<file path="src/rtl/uart_rx_param.sv">
// Oversampling UART receiver with majority-vote bit decisions, optional parity,
// configurable stop bits, an idle-arming guard and a valid/ready output register.
module uart_rx_param #(
  parameter int P_DATA_BITS  = 8,
  parameter int P_OVERSAMPLE = 16,
  parameter int P_PARITY     = 0,
  parameter int P_STOP_BITS  = 1,
  parameter int P_IDLE_TH    = 16
) (
  input  logic                   clk,
  input  logic                   reset,
  input  logic                   baud_tick,
  input  logic                   serial_in,
  output logic [P_DATA_BITS-1:0] m_data,
  output logic                   m_valid,
  input  logic                   m_ready,
  output logic                   frame_err,
  output logic                   parity_err,
  output logic                   overrun_err,
  output logic                   busy
);

  localparam int CNT_MAX = (P_OVERSAMPLE > P_IDLE_TH) ? P_OVERSAMPLE : P_IDLE_TH;
  localparam int CW = $clog2(CNT_MAX + 1);
  localparam int BW = $clog2(P_DATA_BITS + 1);
  localparam int SW = $clog2(P_STOP_BITS + 1);

  localparam logic [CW-1:0] IDX_A     = CW'(P_OVERSAMPLE / 2 - 1);
  localparam logic [CW-1:0] IDX_B     = CW'(P_OVERSAMPLE / 2);
  localparam logic [CW-1:0] IDX_C     = CW'(P_OVERSAMPLE / 2 + 1);
  localparam logic [CW-1:0] IDX_END   = CW'(P_OVERSAMPLE - 1);
  localparam logic [CW-1:0] IDLE_LAST = CW'(P_IDLE_TH - 1);
  localparam logic [BW-1:0] BIT_LAST  = BW'(P_DATA_BITS - 1);
  localparam logic [SW-1:0] STOP_LAST = SW'(P_STOP_BITS - 1);

  typedef enum logic [2:0] {
    S_UNARMED, S_ARMED, S_START, S_DATA, S_PARITY, S_STOP
  } state_t;

  state_t                 state_q, state_d;
  logic                   sync1_q, sync2_q;
  logic [CW-1:0]          cnt_q, cnt_d;
  logic [BW-1:0]          bit_cnt_q, bit_cnt_d;
  logic [SW-1:0]          stop_cnt_q, stop_cnt_d;
  logic [1:0]             samp_q, samp_d;
  logic [P_DATA_BITS-1:0] shift_q, shift_d;
  logic                   par_q, par_d;
  logic [P_DATA_BITS-1:0] data_q, data_d;
  logic                   valid_q, valid_d;
  logic                   ferr_q, ferr_d;
  logic                   perr_q, perr_d;
  logic                   oerr_q, oerr_d;

  logic line, vote, par_x, par_ok, deliver;

  assign line  = sync2_q;
  // Third sample is the live line; the first two were captured on earlier ticks.
  assign vote  = (samp_q[0] & samp_q[1]) | (samp_q[0] & line) | (samp_q[1] & line);
  assign par_x = ^{shift_q, par_q};
  assign par_ok = (P_PARITY == 1) ? par_x : (P_PARITY == 2) ? !par_x : 1'b1;

  always_comb begin
    state_d    = state_q;
    cnt_d      = cnt_q;
    bit_cnt_d  = bit_cnt_q;
    stop_cnt_d = stop_cnt_q;
    samp_d     = samp_q;
    shift_d    = shift_q;
    par_d      = par_q;
    data_d     = data_q;
    valid_d    = valid_q;
    ferr_d     = 1'b0;
    perr_d     = 1'b0;
    oerr_d     = 1'b0;
    deliver    = 1'b0;

    if (valid_q && m_ready) valid_d = 1'b0;

    if (baud_tick) begin
      if (cnt_q == IDX_A) samp_d[0] = line;
      if (cnt_q == IDX_B) samp_d[1] = line;
      case (state_q)
        S_UNARMED: begin
          if (!line) begin
            cnt_d = '0;
          end else if (cnt_q == IDLE_LAST) begin
            state_d = S_ARMED;
            cnt_d   = '0;
          end else begin
            cnt_d = cnt_q + 1'b1;
          end
        end
        S_ARMED: begin
          if (!line) begin
            state_d = S_START;
            cnt_d   = '0;
          end
        end
        S_START: begin
          cnt_d = cnt_q + 1'b1;
          // A high vote is a glitch, not a start bit; otherwise ride out the bit.
          if (cnt_q == IDX_C && vote) begin
            state_d = S_ARMED;
            cnt_d   = '0;
          end else if (cnt_q == IDX_END) begin
            state_d   = S_DATA;
            cnt_d     = '0;
            bit_cnt_d = '0;
          end
        end
        S_DATA: begin
          cnt_d = cnt_q + 1'b1;
          if (cnt_q == IDX_C) shift_d = {vote, shift_q[P_DATA_BITS-1:1]};
          if (cnt_q == IDX_END) begin
            cnt_d = '0;
            if (bit_cnt_q == BIT_LAST) begin
              bit_cnt_d  = '0;
              stop_cnt_d = '0;
              state_d    = (P_PARITY != 0) ? S_PARITY : S_STOP;
            end else begin
              bit_cnt_d = bit_cnt_q + 1'b1;
            end
          end
        end
        S_PARITY: begin
          cnt_d = cnt_q + 1'b1;
          if (cnt_q == IDX_C) par_d = vote;
          if (cnt_q == IDX_END) begin
            state_d    = S_STOP;
            cnt_d      = '0;
            stop_cnt_d = '0;
          end
        end
        S_STOP: begin
          cnt_d = cnt_q + 1'b1;
          if (cnt_q == IDX_C) begin
            if (!vote) begin
              ferr_d  = 1'b1;
              state_d = S_UNARMED;
              cnt_d   = '0;
            end else if (stop_cnt_q == STOP_LAST) begin
              // Re-arm at the vote tick so a back-to-back start edge is caught.
              state_d = S_ARMED;
              cnt_d   = '0;
              if (!par_ok) perr_d = 1'b1;
              else         deliver = 1'b1;
            end
          end else if (cnt_q == IDX_END) begin
            cnt_d      = '0;
            stop_cnt_d = stop_cnt_q + 1'b1;
          end
        end
        default: begin
          state_d = S_UNARMED;
          cnt_d   = '0;
        end
      endcase
    end

    if (deliver) begin
      if (valid_q && !m_ready) begin
        oerr_d = 1'b1;
      end else begin
        data_d  = shift_q;
        valid_d = 1'b1;
      end
    end
  end

  always_ff @(posedge clk) begin
    if (reset) begin
      state_q    <= S_UNARMED;
      sync1_q    <= 1'b1;
      sync2_q    <= 1'b1;
      cnt_q      <= '0;
      bit_cnt_q  <= '0;
      stop_cnt_q <= '0;
      samp_q     <= '0;
      shift_q    <= '0;
      par_q      <= 1'b0;
      data_q     <= '0;
      valid_q    <= 1'b0;
      ferr_q     <= 1'b0;
      perr_q     <= 1'b0;
      oerr_q     <= 1'b0;
    end else begin
      state_q    <= state_d;
      sync1_q    <= serial_in;
      sync2_q    <= sync1_q;
      cnt_q      <= cnt_d;
      bit_cnt_q  <= bit_cnt_d;
      stop_cnt_q <= stop_cnt_d;
      samp_q     <= samp_d;
      shift_q    <= shift_d;
      par_q      <= par_d;
      data_q     <= data_d;
      valid_q    <= valid_d;
      ferr_q     <= ferr_d;
      perr_q     <= perr_d;
      oerr_q     <= oerr_d;
    end
  end

  assign m_data      = data_q;
  assign m_valid     = valid_q;
  assign frame_err   = ferr_q;
  assign parity_err  = perr_q;
  assign overrun_err = oerr_q;
  assign busy        = (state_q != S_UNARMED) && (state_q != S_ARMED);

endmodule

</file>
<file path="config.mk">
export PLATFORM = sky130hd
export DESIGN_NAME = uart_rx_param
export DESIGN_NICKNAME = d
export VERILOG_FILES = /design/src/rtl/uart_rx_param.sv
export SDC_FILE = /design/constraint.sdc
export NUM_CORES = 1
export LEC_CHECK = 0
export CAP_MARGIN = 20
export CELL_PAD_IN_SITES_DETAIL_PLACEMENT = 0
export CELL_PAD_IN_SITES_GLOBAL_PLACEMENT = 1
export CORE_MARGIN = 5
export CORE_UTILIZATION = 30
export DETAILED_ROUTE_END_ITERATION = 16
export DONT_BUFFER_PORTS = 1
export GPL_TIMING_DRIVEN = 0
export PLACE_DENSITY_LB_ADDON = 0.08
export SLEW_MARGIN = 20
export SYNTH_ARGS = -nofsm -noshare
export SYNTH_HDL_FRONTEND = slang
export SYNTH_SLANG_ARGS = --single-unit
</file>
<file path="constraint.sdc">
create_clock -name clk -period 1.95 [get_ports clk]
set_input_delay 0.195 -clock clk [delete_from_list [all_inputs] [get_ports clk]]
set_output_delay 0.195 -clock clk [all_outputs]
set_load 0.02 [all_outputs]
</file>
==> impl_metrics.env, run 1 <==
export IMPL_setup_viol=0
export IMPL_synth_area_um2=1748
export IMPL_synthArstFlopShare_pct=0
export IMPL_max_cap_violations=0
export IMPL_vias=1481
export IMPL_worst_path_buf_inv=1
export IMPL_hold_violations=0
export IMPL_placement_io_buffers=0
export IMPL_met2_wirelength_um=2164
export IMPL_fin_crit_sh_pct=95.38
export IMPL_cp_top_family="compound AO/OA/AOI/OAI gates"
export IMPL_cts_tree="yes"
export IMPL_synth_warnings=0
export IMPL_slew_headroom_pct=59.95
export IMPL_clockRootBuffer="clkbuf_8"
export IMPL_fin_util_pct=38.36
export IMPL_viasPerCell=5.178
export IMPL_crit_path_start="line"
export IMPL_avgRoutedWirePerCell_um=15.07
export IMPL_crit_arrival_ns=2.09
export IMPL_status="finished clean"
export IMPL_cts_max_path_buffers=2
export IMPL_finalNonFillerCells=286
export IMPL_cp_start_kind="register"
export IMPL_cts_htree_levels=2
export IMPL_tightest_slew_ns=0.6007
export IMPL_r2r_slack_ns=0.09
export IMPL_finalCriticalPeriod_ns=1.860
export IMPL_drc=0
export IMPL_grt_overflow_total=0
export IMPL_postRouteAntennaNets=0
export IMPL_postSynthAreaPerCell_um2=8.964
export IMPL_synth_fp_nets=205
export IMPL_rsz0062_at_grt="no"
export IMPL_p_per_area_nw_per_um2=625.1
export IMPL_timing_rr_start="line"
export IMPL_cp_cell_sequence="maj3_2 > buf_4 > nand3_1 > o2111ai_2 > a311oi_2 > mux2_4"
export IMPL_syn2layout_area_growth_pct=22.33
export IMPL_ir_drop_uv=371.3
export IMPL_syn_inst=195
export IMPL_ios=18
export IMPL_rr_endpoint="cnt_q[0]"
export IMPL_synth_largest_area_cell="dfxtp_1"
export IMPL_crit_cells=6
export IMPL_numCtsBuffers=5
export IMPL_synth_top_area_share_pct=41.23
export IMPL_max_stage_delay_ns=0.40
export IMPL_highest_layer="met4"
export IMPL_crit_type="reg -> reg"
export IMPL_grt_pass1_wl_um=7169
export IMPL_initial_core_util_pct=31.36
export IMPL_clkTransAtPathRegs_ns=0.08
export IMPL_fin_worst_skew_ns=0.008400
export IMPL_final_area_um2=2138
export IMPL_place_gp_congestion=0.7939
export IMPL_drive_above_1_share_pct=23.83
export IMPL_fmax_mhz=537.6
export IMPL_wl_um=4311
export IMPL_leakage_nw=0.8135
export IMPL_yosysSeqAreaShare_pct=41.23
export IMPL_dr_pass1_iters=6
export IMPL_antenna_found_initial=0
export IMPL_cp_required_ns=2.18
export IMPL_dieArea_um2=7453
export IMPL_nets=223
export IMPL_diodes=0
export IMPL_ys_types=49
export IMPL_hp_class="in -> reg"
export IMPL_cp_slowest_cell="maj3_2"
export IMPL_grt_max_degree=12
export IMPL_r2r_cells=6
export IMPL_dp_cells=267
export IMPL_die_y_um=86.33
export IMPL_cp_max_fo=9
export IMPL_die_x_um=86.33
export IMPL_first_global_vias=1480
export IMPL_gr_usage_all_layers_pct=12.12
export IMPL_m1WireLength_um=1907
export IMPL_maxSlewViolCount=0
export IMPL_wl_met3_um=170
export IMPL_drt_initial_drc_count=52
export IMPL_ys_ff_latch=36
export IMPL_dp_hpwl_um=3020
export IMPL_fp_coreArea_um2=5574
export IMPL_ys_flop_type="dfxtp_1"
export IMPL_clk_latency_ns=0.29
export IMPL_core_rowCount=27
export IMPL_synth_area_leaders="dfxtp_1, mux2i_1, nor2_1"
export IMPL_cts_sinks=36
export IMPL_placed_cell_area_um2=1846
export IMPL_synth_edf_count=0
export IMPL_worst_setup_path_end_kind="register"
export IMPL_cp_endpoint="cnt_q[0]"
==> synthesized netlist by cell type (2+ instances only) <==
| cell type | n |
|---|---|
| and3b_1 | 2 |
| o21ai_0 | 7 |
| a22o_1 | 2 |
| nor2_1 | 33 |
| ha_1 | 5 |
| buf_2 | 2 |
| nor3_1 | 2 |
| a311oi_1 | 2 |
| or2_2 | 4 |
| inv_1 | 3 |
| a21oi_1 | 9 |
| nand3b_1 | 2 |
| nand3_1 | 5 |
| mux2i_1 | 20 |
| nand4_1 | 2 |
| a211oi_1 | 2 |
| nand2b_1 | 4 |
| nand4b_1 | 2 |
| dfxtp_1 | 36 |
| o211ai_1 | 3 |
| nand2_1 | 8 |
| nor3b_1 | 4 |
| clkbuf_1 | 8 |
| nor2b_1 | 3 |
==> layer usage <==
layer  vias up  global-route usage [%]
li1        730                       -
met5         -                       0
met3         7                   3.422
met2        20                   21.00
met1       724                   14.29
met4         0                   4.108
==> power breakdown <==
part | switching [mW] | internal (mW) | total, mW
Clock | 0.274 | 0.255 | 0.530
Sequential | 0.00910 | 0.738 | 0.747
Combinational | 0.0334 | 0.0262 | 0.0596
Total | 0.317 | 1.02 | 1.34
==> through the flow <==
stage                     setup WS [ns]  TNS (ns)  hold WS [ns]  power, mW
after floorplan                 0.01833         0        0.2988     0.7989
after global placement          -0.3197    -3.923        0.2994     0.8129
after detailed placement        -0.3072    -3.582        0.3042     0.8130
after CTS                      0.001577         0      0.001160      1.355
after global routing           0.004424         0        0.1645      1.389
final                           0.08999         0        0.1517      1.337
==> worst reg2reg max path, delay by kind of cell, from the launching register on <==
| family | cells | cell delay (ns) |
|---|---|---|
| AND/OR/NAND/NOR | 1 | 0.09 |
| buffers and inverters | 1 | 0.16 |
| multiplexers | 1 | 0.21 |
| adder cells (fa/ha/maj) | 1 | 0.40 |
| flip-flops | 1 | 0.39 |
| AO/OA/AOI/OAI | 2 | 0.56 |
==> repair_timing <==
| action | 4_1_cts | 5_1_grt |
|---|---|---|
| resized for setup | 16 | 21 |
| pin swaps | 6 | 8 |
| endpoints found under the hold margin | 0 | 1 |
| setup buffers | 5 | 7 |
| hold buffers | 0 | 1 |
| setup endpoints to repair | 22 | 16 |
==> placed cells by master (no fill, tap or decap), drive strengths merged, types with 5 or more instances in the layout <==
master / instances
a21oi: 9
ha: 5
nor2: 34
nand3: 5
nand2: 8
clkbuf: 14
buf: 14
o21ai: 7
dfxtp: 36
mux2i: 20
==> layout make-up <==
type / instances / area (µm²)
buffer: 9 / 48.80
clock buffer: 7 / 76.32
clock inverter: 1 / 8.758
fill: 585 / 3436
inverter: 3 / 11.26
multi-input combinational: 145 / 1067
sequential: 36 / 735.7
tap: 72 / 90.09
timing repair buffer: 13 / 100.1
==> logic make-up (layout without fill, tap and decap cells) <==
group,after synthesis,in the layout,share of synthesized area (%)
xor+xnor,2,2,1.002
fa+ha+maj,6,6,4.152
mux,21,21,12.10
simple gates,80,80,24.48
compound gates,35,35,13.46
other cells,1,1,0.2145
buf+inv,14,33,3.365
flops,36,36,41.23
==> sequential cells by signal (all words and copies together) (netlist names) <==
signal and flops:
m_data 8, shift_q 8, cnt_q 5, bit_cnt_q 4
state_q 3, samp_q 2, frame_err 1, line 1
m_valid 1, overrun_err 1, stop_cnt_q 1, sync1_q 1
==> worst min-delay path by stage <==
stage,startpoint,end,slack (ns),cells after the start
after floorplan,serial_in,sync1_q,0.30,1
after global placement,serial_in,sync1_q,0.30,1
after detailed placement,serial_in,sync1_q,0.30,1
after CTS,serial_in,sync1_q,0.001,1
after global routing,m_ready,overrun_err,0.16,2
final,m_ready,overrun_err,0.15,2
(Power assumes the default switching activity.)
==> run 2: changes to the inputs <==
--- a/config.mk
+++ b/config.mk
@@ -5,6 +5,7 @@
 export SDC_FILE = /design/constraint.sdc
 export NUM_CORES = 1
 export LEC_CHECK = 0
+export ABC_AREA = 1
 export CAP_MARGIN = 20
 export CELL_PAD_IN_SITES_DETAIL_PLACEMENT = 0
 export CELL_PAD_IN_SITES_GLOBAL_PLACEMENT = 1
@@ -14,6 +15,7 @@
 export DONT_BUFFER_PORTS = 1
 export GPL_TIMING_DRIVEN = 0
 export PLACE_DENSITY_LB_ADDON = 0.08
+export SKIP_LAST_GASP = 1
 export SLEW_MARGIN = 20
 export SYNTH_ARGS = -nofsm -noshare
 export SYNTH_HDL_FRONTEND = slang
==> impl_metrics.env, run 2 <==
export IMPL_max_stage_delay_ns=0.39
export IMPL_cp_required_ns=2.14
export IMPL_first_global_vias=1548
export IMPL_grt_pass1_wl_um=7527
export IMPL_cts_sinks=36
export IMPL_hold_violations=0
export IMPL_dieArea_um2=7938
export IMPL_grt_overflow_total=0
export IMPL_gr_usage_all_layers_pct=12.45
export IMPL_dp_hpwl_um=3348
export IMPL_fin_tns_setup_ns=0
export IMPL_clkTransAtPathRegs_ns=0.08
export IMPL_status="finished clean"
export IMPL_min_path_cells=3
export IMPL_cp_top_family="compound AO/OA/AOI/OAI gates"
export IMPL_ir_drop_uv=376.2
export IMPL_fmax_mhz=575.1
export IMPL_avgRoutedWirePerCell_um=12.98
export IMPL_cts_max_path_buffers=2
export IMPL_numCtsBuffers=5
export IMPL_syn_inst=254
export IMPL_drt_initial_drc_count=45
export IMPL_r2r_slack_ns=0.21
export IMPL_synth_area_leaders="dfxtp_1, nand2_1, a21oi_1"
export IMPL_crit_path_start="cnt_q[0]"
export IMPL_postSynthAreaPerCell_um2=7.389
export IMPL_tightest_slew_ns=0.5321
export IMPL_clockRootBuffer="clkbuf_8"
export IMPL_placement_io_buffers=0
export IMPL_slew_headroom_pct=64.52
export IMPL_viasPerCell=4.572
export IMPL_cp_max_fo=5
export IMPL_wl_um=4401
export IMPL_p_per_area_nw_per_um2=654.7
export IMPL_syn2layout_area_growth_pct=10.80
export IMPL_cp_start_kind="register"
export IMPL_clk_latency_ns=0.29
export IMPL_post_synth_top_count_cell="nand2_1"
export IMPL_max_cap_violations=0
export IMPL_timing_rr_start="cnt_q[0]"
export IMPL_die_x_um=89.10
export IMPL_finalCriticalPeriod_ns=1.739
export IMPL_layout_commonest_cell="nand2_1"
export IMPL_fin_util_pct=34.71
export IMPL_worst_setup_path_end_kind="register"
export IMPL_place_gp_congestion=0.7595
export IMPL_drive_above_1_share_pct=14.02
export IMPL_worst_path_buf_inv=0
export IMPL_layout_common_cells="nand2_1, dfxtp_1, inv_1, a21oi_1, nor2_1"
export IMPL_drc=0
export IMPL_fin_crit_sh_pct=89.18
export IMPL_synthTopCellsByCount="nand2_1, dfxtp_1, inv_1"
export IMPL_cts_htree_levels=2
export IMPL_ys_ff_latch=36
export IMPL_hold_start="m_ready"
export IMPL_hp_class="in -> reg"
export IMPL_synth_edf_count=0
export IMPL_synth_area_um2=1877
export IMPL_worstHoldEndpoint="overrun_err"
export IMPL_fp_coreArea_um2=5991
export IMPL_r2r_cells=6
export IMPL_synth_top_area_share_pct=38.40
export IMPL_whs_ns=0.1519
export IMPL_dr_pass1_iters=4
export IMPL_cts_tree="yes"
export IMPL_ys_types=32
export IMPL_cp_cell_sequence="ha_1 > nand4_1 > a21oi_2 > nand2_1 > o21ai_0 > a21oi_1"
export IMPL_synth_warnings=0
export IMPL_fin_worst_skew_ns=0.006785
export IMPL_crit_arrival_ns=1.92
export IMPL_core_rowCount=28
export IMPL_initial_core_util_pct=31.33
export IMPL_synth_largest_area_cell="dfxtp_1"
export IMPL_cp_slowest_cell="dfxtp_1"
export IMPL_synthArstFlopShare_pct=0
export IMPL_die_y_um=89.10
export IMPL_ios=18
export IMPL_grt_max_degree=13
export IMPL_nets=273
export IMPL_yosysSeqAreaShare_pct=38.40
export IMPL_post_cts_buffers=0
export IMPL_ys_flop_type="dfxtp_1"
export IMPL_rsz0062_at_grt="no"
export IMPL_rr_endpoint="bit_cnt_q[3]"
export IMPL_postRouteAntennaNets=0
export IMPL_setup_viol=0
export IMPL_diodes=0
export IMPL_vias=1550
export IMPL_synth_fp_nets=264
export IMPL_antenna_found_initial=0
export IMPL_crit_type="reg -> reg"
export IMPL_maxSlewViolCount=0
export IMPL_leakage_nw=0.8587
run 2: tightest hold or removal path, delay by kind of cell:
family                 cells  cell delay [ns]
buffers and inverters      1             0.08
and+or+nand+nor            2             0.13
run 2: layout make-up:
class,instances,area [µm²]
sequential,36,720.7
timing repair buffer,2,20.02
multi-input combinational,174,965.9
inverter,37,138.9
clock inverter,2,16.27
buffer,7,51.30
fill,653,3911
tap,75,93.84
clock buffer,6,72.57
run 2: logic make-up after synthesis:
family	count (synthesis)	synth area share (%)
fa+ha+maj	5	3.333
compound gates	58	17.33
simple gates	106	28.73
other cells	1	0.1998
flops	36	38.40
xor+xnor	4	1.867
buf+inv	44	10.13
run 2: how the worst max path moves through the flow:
stage / cells past startpoint / to
floorplan: 10 / cnt_q[4]
global placement: 6 / bit_cnt_q[3]
detailed placement: 6 / bit_cnt_q[3]
CTS: 6 / bit_cnt_q[3]
global route: 6 / bit_cnt_q[3]
finish: 6 / bit_cnt_q[3]
run 2: power by group:
group          switching [mW]  internal [mW]
clock                   0.294          0.254
sequential            0.00567          0.740
combinational          0.0448         0.0230
run 2: what timing repair did:
action / 4_1_cts / 5_1_grt
gates resized for setup: 0 / 0
hold buffers: 2 / 0
hold endpoints to repair: 2 / 0
run 2: routing by layer:
metal	vias to the layer above	GRT usage, %	routed length (µm)
met4	0	4.465	51
met2	19	19.76	1991
met3	5	3.134	163
met5	-	0	0
li1	843	-	-
met1	683	16.37	2195
run 2: per-stage QoR:
step                instance area [µm²]  instances  worst slack (ns)  power [mW]
finish                             2079        339            0.2110       1.361
global route                       2079        339           0.02216       1.440
CTS                                2079        339            0.1629       1.390
detailed placement                 1971        329            0.1749      0.8284
global placement                   1971        329            0.1228      0.8296
floorplan                          1877        254            0.4816      0.8111
==> run 3: changes to the inputs <==
==> constraint.sdc (replaced) <==
create_clock -name clk -period 1.9 [get_ports clk]
set_input_delay 0.19 -clock clk [delete_from_list [all_inputs] [get_ports clk]]
set_output_delay 0.19 -clock clk [all_outputs]
set_load 0.02 [all_outputs]
==> impl_metrics.env, run 3 (synthesis results as in run 2) <==
export IMPL_dp_cells=329
export IMPL_fmax_mhz=608.4
export IMPL_first_global_vias=1548
export IMPL_cp_start_kind="register"
export IMPL_cp_required_ns=2.06
export IMPL_numCtsBuffers=5
export IMPL_fin_worst_skew_ns=0.006291
export IMPL_finalCriticalPeriod_ns=1.644
export IMPL_max_cap_violations=0
export IMPL_drc=0
export IMPL_cts_htree_levels=2
export IMPL_die_y_um=89.10
export IMPL_p_per_area_nw_per_um2=666.5
export IMPL_hold_violations=0
export IMPL_ios=18
export IMPL_drive_above_1_share_pct=14.34
export IMPL_clkTransAtPathRegs_ns=0.08
export IMPL_hp_class="in -> reg"
export IMPL_fin_util_pct=34.96
export IMPL_cts_tree="yes"
export IMPL_fill_cells=654
export IMPL_final_area_um2=2095
export IMPL_dieArea_um2=7938
export IMPL_whs_ns=0.1474
export IMPL_cts_sinks=36
export IMPL_fin_crit_sh_pct=86.51
export IMPL_design_power_total_mw=1.396
export IMPL_ir_drop_uv=386.0
export IMPL_setup_ws_ns=0.2563
export IMPL_die_x_um=89.10
export IMPL_tightest_slew_ns=0.5311
export IMPL_avgRoutedWirePerCell_um=13.05
export IMPL_fin_tns_setup_ns=0
export IMPL_fp_coreArea_um2=5991
export IMPL_crit_arrival_ns=1.81
export IMPL_place_gp_congestion=0.7595
export IMPL_clockRootBuffer="clkbuf_8"
export IMPL_wl_um=4438
export IMPL_grt_max_degree=13
export IMPL_grt_pass1_wl_um=7527
export IMPL_crit_type="reg -> reg"
export IMPL_rsz0062_at_grt="no"
export IMPL_placement_io_buffers=0
export IMPL_viasPerCell=4.609
export IMPL_detailedPlace_worstSlack_ns=0.1249
export IMPL_syn2layout_area_growth_pct=11.60
export IMPL_core_rowCount=28
export IMPL_clk_latency_ns=0.29
export IMPL_leakage_nw=0.8630
export IMPL_drt_initial_drc_count=55
export IMPL_layout_common_cells="nand2_1, dfxtp_1, inv_1, a21oi_1, nor2_1"
export IMPL_nets=274
export IMPL_slew_headroom_pct=64.60
export IMPL_antenna_found_initial=0
export IMPL_initial_core_util_pct=31.33
export IMPL_maxSlewViolCount=0
export IMPL_postRouteAntennaNets=0
export IMPL_grt_overflow_total=0
export IMPL_layout_commonest_cell="nand2_1"
export IMPL_dr_pass1_iters=4
export IMPL_dp_hpwl_um=3348
export IMPL_worst_setup_path_end_kind="register"
export IMPL_status="finished clean"
export IMPL_vias=1567
export IMPL_cts_max_path_buffers=2
export IMPL_setup_viol=0
export IMPL_placed_cell_area_um2=1971
export IMPL_diodes=0
export IMPL_gr_usage_all_layers_pct=12.45
export IMPL_cp_max_fo=4
export IMPL_finalNonFillerCells=340
-- run 3: cell count changes in the layout (fill, tap and decap cells not counted) --
cell / delta
a21oi_4: +1
buf_4: +1
a21oi_2: -1
-- run 3: layout make-up --
cell class | instances | area [µm²] | share of cell area [%]
inverters | 37 | 138.9 | 6.631
multi-input cells | 174 | 973.4 | 46.48
clock buffers | 6 | 72.57 | 3.465
well taps | 75 | 93.84 | 4.480
clock inverters | 2 | 16.27 | 0.7766
flip-flops and latches | 36 | 720.7 | 34.41
repair buffers | 3 | 27.53 | 1.314
plain buffers | 7 | 51.30 | 2.449
-- run 3: critical path: stages (launching register included) --
cell and delay [ns]:
dfxtp_1 0.39, ha_1 0.26, nand3_1 0.11, ha_1 0.29, nor2_1 0.04, nand3_1 0.07
nand2_1 0.05, nand3_1 0.06, nand2_1 0.05, o21bai_1 0.12, a21oi_1 0.07
-- run 3: worst paths after layout --
kind | end | cells past startpoint | slack (ns) | start
setup / recovery | cnt_q[4] | 10 | 0.26 | cnt_q[0]
hold / removal | overrun_err | 3 | 0.15 | m_ready
setup reg to reg | cnt_q[4] | 10 | 0.26 | cnt_q[0]
hold reg to reg | line | 1 | 0.42 | sync1_q
-- run 3: what timing repair did --
item / 4_1_cts / 5_1_grt
setup buffers: 0 / 1
resized for setup: 0 / 1
endpoints found under the setup margin: 0 / 2
endpoints found under the hold margin: 2 / 0
hold buffers: 2 / 0
-- run 3: report_power, final --
group | total (mW) | switching [mW] | leakage, nW | internal (mW)
Sequential | 0.765 | 0.00580 | 0.291 | 0.759
Clock | 0.561 | 0.300 | 0.0414 | 0.261
Combinational | 0.0697 | 0.0461 | 0.531 | 0.0236
-- run 3: routing by layer --
metal	vias up	GRT usage (%)	share of wire [%]
met5	-	0	0
met2	26	19.76	45
met4	0	4.465	1.5
met1	693	16.37	49
met3	6	3.134	4.8
li1	842	-	-
